===== config.mk =====
export PLATFORM = sky130hd
export DESIGN_NAME = layer0_to_layer1_skid_reg
export DESIGN_NICKNAME = d
export VERILOG_FILES = /design/src/rtl/layer_if_pkg.sv /design/src/rtl/sat_counter.sv /design/src/rtl/layer0_to_layer1_skid_reg.sv
export SDC_FILE = /design/constraint.sdc
export NUM_CORES = 1
export LEC_CHECK = 0
export ABC_AREA = 1
export CORE_ASPECT_RATIO = 0.9
export CORE_MARGIN = 3
export CORE_UTILIZATION = 50
export CTS_CLUSTER_SIZE = 20
export DETAILED_ROUTE_END_ITERATION = 8
export PLACE_DENSITY = 0.8
export SETUP_SLACK_MARGIN = 0.05
export SLEW_MARGIN = 20
export SYNTH_ARGS = -nofsm -noshare
export SYNTH_HDL_FRONTEND = slang
export SYNTH_SLANG_ARGS = --single-unit

===== constraint.sdc =====
create_clock -name clk -period 18.8 [get_ports clk]
set_input_delay 3.76 -clock clk [delete_from_list [all_inputs] [get_ports clk]]
set_output_delay 3.76 -clock clk [all_outputs]
set_load 0.02 [all_outputs]

===== src/rtl/layer_if_pkg.sv =====
// Shared layer-boundary definitions: activation widths, vector sizes,
// the skid-buffer state encoding and the profiling counter width.
package layer_if_pkg;

  localparam int ACT_BITS   = 2;
  localparam int L0_NEURONS = 100;
  localparam int L1_NEURONS = 64;
  localparam int L1_FANIN   = 3;

  localparam int L0_VEC_W = ACT_BITS * L0_NEURONS;
  localparam int L1_IN_W  = ACT_BITS * L1_FANIN;
  localparam int L1_VEC_W = ACT_BITS * L1_NEURONS;

  localparam int               CNT_W   = 32;
  localparam logic [CNT_W-1:0] CNT_MAX = '1;

  typedef enum logic [1:0] {
    EMPTY,
    ONE,
    TWO
  } skid_state_t;

endpackage


===== src/rtl/sat_counter.sv =====
// Increment-enable counter that holds at its all-ones value instead of wrapping.
module sat_counter #(
  parameter int W = 32
) (
  input  logic         clk,
  input  logic         rst,
  input  logic         inc,
  output logic [W-1:0] count
);

  always_ff @(posedge clk) begin
    if (rst) begin
      count <= '0;
    end else if (inc && (count != {W{1'b1}})) begin
      count <= count + 1'b1;
    end
  end

endmodule


===== src/rtl/layer0_to_layer1_skid_reg.sv =====
// Registered two-entry skid buffer between the layer-0 and layer-1 neuron
// arrays, with flush and saturating traffic/stall profiling counters.
module layer0_to_layer1_skid_reg #(
  parameter int ACT_BITS = layer_if_pkg::ACT_BITS,
  parameter int NUM_ACT  = layer_if_pkg::L0_NEURONS,
  parameter int CNT_W    = layer_if_pkg::CNT_W
) (
  input  logic                        clk,
  input  logic                        rst,
  input  logic                        flush,
  input  logic                        s_valid,
  output logic                        s_ready,
  input  logic [ACT_BITS*NUM_ACT-1:0] s_data,
  output logic                        m_valid,
  input  logic                        m_ready,
  output logic [ACT_BITS*NUM_ACT-1:0] m_data,
  output logic [CNT_W-1:0]            in_cnt,
  output logic [CNT_W-1:0]            out_cnt,
  output logic [CNT_W-1:0]            stall_cnt
);

  import layer_if_pkg::*;

  localparam int VEC_W = ACT_BITS * NUM_ACT;

  skid_state_t      state;
  logic [VEC_W-1:0] main_q;
  logic [VEC_W-1:0] skid_q;

  logic in_fire;
  logic out_fire;
  logic stall;

  assign in_fire  = s_valid && s_ready;
  assign out_fire = m_valid && m_ready;
  assign stall    = m_valid && !m_ready;
  assign m_data   = main_q;

  // m_valid and s_ready are registered alongside the state so neither port
  // sees a combinational path from the opposite side of the boundary.
  always_ff @(posedge clk) begin
    if (rst) begin
      state   <= EMPTY;
      m_valid <= 1'b0;
      s_ready <= 1'b0;
      main_q  <= '0;
    end else if (flush) begin
      state   <= EMPTY;
      m_valid <= 1'b0;
      s_ready <= 1'b1;
    end else begin
      case (state)
        EMPTY: begin
          s_ready <= 1'b1;
          if (in_fire) begin
            main_q  <= s_data;
            m_valid <= 1'b1;
            state   <= ONE;
          end
        end
        ONE: begin
          if (in_fire && out_fire) begin
            main_q <= s_data;
          end else if (in_fire) begin
            s_ready <= 1'b0;
            state   <= TWO;
          end else if (out_fire) begin
            m_valid <= 1'b0;
            state   <= EMPTY;
          end
        end
        TWO: begin
          if (out_fire) begin
            main_q  <= skid_q;
            s_ready <= 1'b1;
            state   <= ONE;
          end
        end
        default: begin
          m_valid <= 1'b0;
          s_ready <= 1'b1;
          state   <= EMPTY;
        end
      endcase
    end
  end

  // NOTE: skid_q has no reset; its contents are only ever consumed from
  // state TWO, which cannot be reached without loading it first.
  always_ff @(posedge clk) begin
    if (!rst && !flush && (state == ONE) && in_fire && !out_fire) begin
      skid_q <= s_data;
    end
  end

  sat_counter #(.W(CNT_W)) u_in_cnt (
    .clk   (clk),
    .rst   (rst),
    .inc   (in_fire),
    .count (in_cnt)
  );

  sat_counter #(.W(CNT_W)) u_out_cnt (
    .clk   (clk),
    .rst   (rst),
    .inc   (out_fire),
    .count (out_cnt)
  );

  sat_counter #(.W(CNT_W)) u_stall_cnt (
    .clk   (clk),
    .rst   (rst),
    .inc   (stall),
    .count (stall_cnt)
  );

endmodule


==> impl_metrics.toml <==
[outcome]
status = "finished, final reports clean"

[worst_hold_path]
hold_path_startpoint = "m_data[126]"
hold_class = "flip-flop to flip-flop"

[synth]
yosysWarnings = 0
mappedNetlistArea_mm2 = 0.02102
synthesis.instances = 2258
avgSynthCellArea_um2 = 9.309
async_flop_share_pct = 0
post_synth_edffs = 200
synth_area_leaders = "dfxtp_1 29%, edfxtp_1 29%, nor2_1 11%"
synth_nets = 2466
ys_seq_elements = 500
postSynth.topFlopCell = "dfxtp_1"
yosysTopAreaCell = "dfxtp_1"
synth.lib_cells_used.distinct = 34
netlist.area_leader.share_pct = 28.57
seq_area_frac_synth_pct = 57.14

[worst_setup_path]
critical-path-slowest-cell = "inv_6"
worstPathCellList = "clkdlybuf4s50_1 > nand2_2 > o31ai_2 > nand2_8 > inv_6 > buf_4 > nor2_1 > nor2_1"
crit_buf_inv = 3
critPathMaxFanout = 130
timing.critical_path.max_delay_family = "buffers and inverters"
setup.worst_path.end_class = "flip-flop"
worst_path_most_repeated_cell = "nor2_1"
crit_start = "m_ready"
critical_register_to_register_path_startpoint = "state[0]"
critPathRequiredTime_ns = 19.30
critPathLaunchType = "input pin"
ff2ff_setup_slack_ns = 14.87
setup.worst_path.class = "input pin to flip-flop"
critPathMaxStageDelay_ns = 0.94
cp.arrival_ns = 7.59

[timing]
max_clock_freq_mhz = 141.1
worst_pin_slew_ns = 1.114
hold_viol = 0
finalCriticalPeriod_ns = 7.088
slew_viol_final = 0
fin_tns_setup_ns = 0
finalSetupViolCount = 0
layout_worst_path_cycle_share_pct = 37.70
rsz0062_at_grt = "false"
final.setup_skew_ns = 0.007696
slew_headroom_pct = 25.75

[final_layout]
final_net_count = 2915
area_growth_syn_to_layout_pct = 33.72
stdcell_count = 3297
drive_above_1_share_pct = 11.60

[clock_tree]
cts_inserted_buffers = 50
cts_h_tree_depth = 2
clk_latency_ns = 0.57
holdBufCountCts = 0
cts.repair_timing.setup_buffer_count = 0
clockRootBuffer = "clkbuf_16"
worst_setup_hold_path_clk_slew_ns = 0.06
clockBufferDepth = 3
ctsResizeCount = 0
cts.sink_count = 500
tritoncts_clock_tree = "yes"

[grt]
grt_max_degree = 131
grt.total_usage_pct = 27.79
global_route.usage.met3_pct = 7.662
vias_in_the_first_global_route = 17829
global_route.overflow_total = 0
antenna_found_initial = 11
grt.met1_usage_pct = 35.08
grtUsageMet2_pct = 45.06
top_usage_layer = "met2"
global_route_wire_length_before_repair_um = 100300

[placed_design]
dpl.cell_count = 3195
place_congestion = 0.9796
io_buffers = 502
dpl.hpwl_um = 44100

[job]
maximum_capacitance_violations = 0

[die]
core_region_area_mm2 = 0.04108
floorplan.die_area_mm2 = 0.04454
die_height_um = 200.5
boundaryPins = 503
die_w_um = 222.1
num_rows = 70
floorplan.initialDensity_pct = 51.17

[route]
drt-wirelength-per-cell_um = 19.64
route.final.wire_length_um = 64750
routed_via_density = 5.510
detail_route.iter0.violations = 1371
drtAntennaViolNets = 0
dr.pass1.iters = 5
drc = 0
via_count = 18166

[pwr]
vdd_drop_max_uv = 91.03
power_per_cell_area_mw_per_mm2 = 91.18
power.leakage_uw = 0.01004
[power breakdown]
| part | switching (µW) | internal, µW |
|---|---|---|
| clock network | 432 | 676 |
| logic | 141 | 133 |
| registers | 21.0 | 1160 |
[kinds of logic (layout without fill, tap and decap cells)]
logic type,after synthesis,in the layout,share of synthesized area (%)
AND/OR/NAND/NOR,1059,1059,20.39
flip-flops,500,500,57.14
AO/OA/AOI/OAI,295,295,7.089
multiplexers,200,200,10.71
buffers and inverters,196,687,4.274
XOR/XNOR,5,5,0.2084
adder cells (fa/ha/maj),3,3,0.1786
other,0,8,0
[cells in the mapped netlist, drive strengths merged, types with 3 or more instances]
cell    instances
a21oi          83
and2            4
buf            70
clkbuf         44
dfxtp         300
edfxtp        200
ha              3
inv            81
mux2          200
nand2         270
nand3         101
nand3b          3
nand4          26
nor2          645
nor3            7
o21ai         208
xnor2           3
[metal layers]
layer | vias to the layer above | wire [µm]
met3 | 176 | 5496
met2 | 747 | 30180
met4 | 8 | 2771
li1 | 8485 | -
met5 | - | 59
met1 | 8750 | 26240
[worst paths after layout]
path | to | cells past startpoint
worst max-delay path | m_data[36] | 8
worst min-delay path | m_data[126] | 2
worst max register to register | m_data[31] | 7
worst min register to register | m_data[126] | 2
[state kept, by name, indices dropped and copies added (netlist names)]
signal             cells
s_ready                1
u_out_cnt.count       32
m_valid                1
u_stall_cnt.count     32
m_data               200
skid_q               200
u_in_cnt.count        32
state                  2
[per-stage QoR]
step	power [µW]	setup WS, ns	cell area, µm²	hold slack (ns)	util (%)
after global placement	1466	11.33	26240	0.4642	63.87
after detailed placement	1475	11.18	26240	0.4711	63.87
final	2563	11.71	28110	0.4834	68.43
after CTS	2578	11.77	28080	0.4854	68.36
after floorplan	1331	5.625	21020	0.5096	-
after global routing	2642	11.45	28110	0.4988	68.42
[cells in the final DEF, fill, tap and decap left out, drive strengths merged]
master	netlist	routed
clkinvlp	0	3
nand4	26	26
ha	3	3
clkinv	1	16
o31ai	1	1
xnor2	3	3
edfxtp	200	200
xor2	2	2
a21oi	83	83
dfxtp	300	300
nand2	270	270
diode	0	8
nand3b	3	3
clkbuf	44	66
and2	4	4
buf	70	9
bufinv	0	9
mux2	200	200
clkdlybuf4s50	0	502
a31oi	1	1
nor2	645	645
nor3b	2	2
nand3	101	101
o21ai	208	208
o21bai	2	2
inv	81	82
or2	1	1
nor3	7	7
[worst register-to-register path, delay by kind of cell, from the launching register on]
kind            cells  cell delay [ns]
compound gates      1             0.21
buf+inv             3             2.07
flops               1             0.38
mux                 1             0.48
simple gates        2             0.68
[layout make-up]
class,instances,area [µm²]
Antenna cell,8,20.02
Clock buffer,66,1476
Clock inverter,28,367.9
Fill cell,3048,12970
Inverter,82,317.8
Multi-Input combinational cell,1562,8147
Sequential cell,500,12010
Tap cell,540,675.6
Timing Repair Buffer,511,5092
No activity file was read; power rests on OpenSTA's default activity.
==> RTL edit (same flow settings) <==
The package constant `CNT_W` goes from 32 to 48.
--- a/src/rtl/layer_if_pkg.sv
+++ b/src/rtl/layer_if_pkg.sv
@@ -11,7 +11,7 @@
   localparam int L1_IN_W  = ACT_BITS * L1_FANIN;
   localparam int L1_VEC_W = ACT_BITS * L1_NEURONS;
 
-  localparam int               CNT_W   = 32;
+  localparam int               CNT_W   = 48;
   localparam logic [CNT_W-1:0] CNT_MAX = '1;
 
   typedef enum logic [1:0] {
Interface: changed (resized in_cnt, out_cnt and stall_cnt); port bits go from 503 to 551. The function was not compared with the original's and may differ.
==> RTL edit against the unedited design <==
- core utilization decreased by 0.77 points
- total power is 1.7% higher
- non-clock buffer count rose by 53
- sequential power rose by 8%
- setup slack improved by 340 ps
- highest routed layer unchanged
- area after synthesis is 12% higher
- critical path type unchanged
- cell area grew 11%
- sequential cell count is 48 higher
- wire length increased by 19%
- critical endpoint is now skid_q[196]
- global-route usage rose by 1.8 points
==> RTL edit: results (changes against the unedited design) <==
clock transition time at the flip-flop clock pins of the worst setup and hold paths=60 ps (about the same); vias in the first global route=21.0k (+18%); Worst Skew=29.2 ps (+21.6 ps); final weighted congestion in routability-driven placement=0.951 (-2.9%); origin of the critical flop-to-flop path=state[1]; Cell variety after synth=36 (+5.9%); leading cell types by count after synthesis=sky130_fd_sc_hd__nand2_1 (882), sky130_fd_sc_hd__nor2_1 (374), sky130_fd_sc_hd__dfxtp_1 (348); dominant cells by area after synthesis=sky130_fd_sc_hd__dfxtp_1 (30%), sky130_fd_sc_hd__edfxtp_1 (26%), sky130_fd_sc_hd__nand2_1 (14%); worst setup slack before clock tree synthesis=11440 ps (+260 ps); share of final-layout standard cells stronger than drive strength 1=4.22% (-7.4 points); placement-stage cell area=0.0292 sq mm (+11%); hold crit path type=reg -> reg; Detailed Route Iter0 Violations=2300 (+68%); fraction of registers with async set or reset after synthesis=0% (unchanged); pin count of the biggest net entering global routing=155 (+18%); global-route wire length before repair=117 mm (+17%); Longest Clk Path Bufs=3 (unchanged); leakage power=11.0 nW (+9.6%); crit path launch=m_ready; setup-violating endpoint count in the final report=0 (unchanged); IO Port Bufs=550 (+9.6%); average routed wire per standard cell=19.2 um (-2.3%); post-synthesis sequential area ratio=55.2% (-1.9 points); net count after synthesis=3082 (+25%); final-stage net count=3551 (+22%); number of buffers inserted by post-CTS setup repair=0 (unchanged); count of vias placed by the detailed router=22.4k (+23%); worst rel slew slack=29.2% (+3.4 points); clock latency reported for the late side of the worst-skew pair=620 ps (+50 ps); status=completed; Peak VDD IR=72.7 uV (-20%); total CTS buffers=54 (+8.0%); highest net fanout along the worst path=65 (-50%); 1st-pass router iterations=6 (+1); number of enable-type register cells in the synthesized netlist=200 (unchanged); number of warnings issued by yosys=0 (unchanged); H-Tree Level Count=2 (unchanged); fill cell instance count of the final layout=3709 (+22%); post-cts resize count=0 (unchanged); total DRC errors in the routed layout=0 (unchanged); placed insts=3894 (+22%); number of antenna violations at the first check in global routing=18 (+7); Crit path arrival time=6990 ps (-600 ps); non-filler instance count after layout=4008 (+22%); combined global-route utilization of all metal layers=29.6% (+1.8 points); HPWL after detailed placement=53.1 mm (+20%); Final Util=67.7% (-0.77 points); CTS root buf=sky130_fd_sc_hd__clkbuf_16; worst hold path startpoint=skid_q[95]; Post-Synthesis Mean Instance Area=8.17 sq um (-12%)
-- RTL edit: cell count changes in the layout (fill, tap and decap cells not counted), sizes merged, moves of 30 or more --
cell	unedited run	this run
nand2	270	892
nor2	645	387
a31oi	1	205
mux2	200	0
dfxtp	300	348
clkdlybuf4s50	502	549
inv	82	119
a21oi	83	113
-- RTL edit: cell type report --
class                      instances  share of cell area, %
antenna                           11                 0.0886
clock buffer                      74                   4.88
clock inverter                    28                   1.07
inverter                         122                   1.53
multi-input combinational       2053                   30.1
sequential                       548                   41.7
tap                              608                   2.45
timing repair buffer             564                   18.1
-- RTL edit: final timing paths --
path                            slack [ps]  cells past startpoint           to
worst max-delay path                 12050                      7  skid_q[196]
worst min register to register         540                      2   m_data[95]
worst min-delay path                   540                      2   m_data[95]
worst max register to register       14670                      9   m_data[51]
-- RTL edit: power by group --
| group | internal, mW | switching [mW] | leakage [nW] |
|---|---|---|---|
| combinational | 0.0994 | 0.112 | 5.47 |
| clock | 0.651 | 0.475 | 0.907 |
| sequential | 1.25 | 0.0157 | 4.63 |
-- RTL edit: logic make-up (layout without fill, tap and decap cells) --
family | after synthesis | after routing | share of synthesized area (%)
XOR/XNOR | 28 | 28 | 1.04
AO/OA/AOI/OAI | 530 | 530 | 12.4
adder cells (fa/ha/maj) | 3 | 3 | 0.160
flip-flops | 548 | 548 | 55.2
AND/OR/NAND/NOR | 1492 | 1492 | 26.1
buffers and inverters | 273 | 788 | 5.01
other | 0 | 11 | 0
-- RTL edit: through the flow --
stage,total power [mW],hold slack (ps)
CTS,2.62,535
finish,2.61,536
floorplan,1.38,499
detailed placement,1.50,527
global route,2.69,551
global placement,1.50,515
-- RTL edit: worst max-delay path, stage by stage --
cell                              delay (ps)
sky130_fd_sc_hd__clkdlybuf4s50_1         430
sky130_fd_sc_hd__nand2_1                  80
sky130_fd_sc_hd__buf_4                   270
sky130_fd_sc_hd__clkinv_1                560
sky130_fd_sc_hd__nor3_4                  350
sky130_fd_sc_hd__buf_4                   690
sky130_fd_sc_hd__buf_4                   760
-- RTL edit: metal layers --
layer,GRT usage [%],up-vias,routed length (um)
met5,0,-,114
met4,11.9,18,3000
met3,7.39,182,6860
met2,48.7,996,36700
met1,37.5,10500,30200
li1,-,10700,-
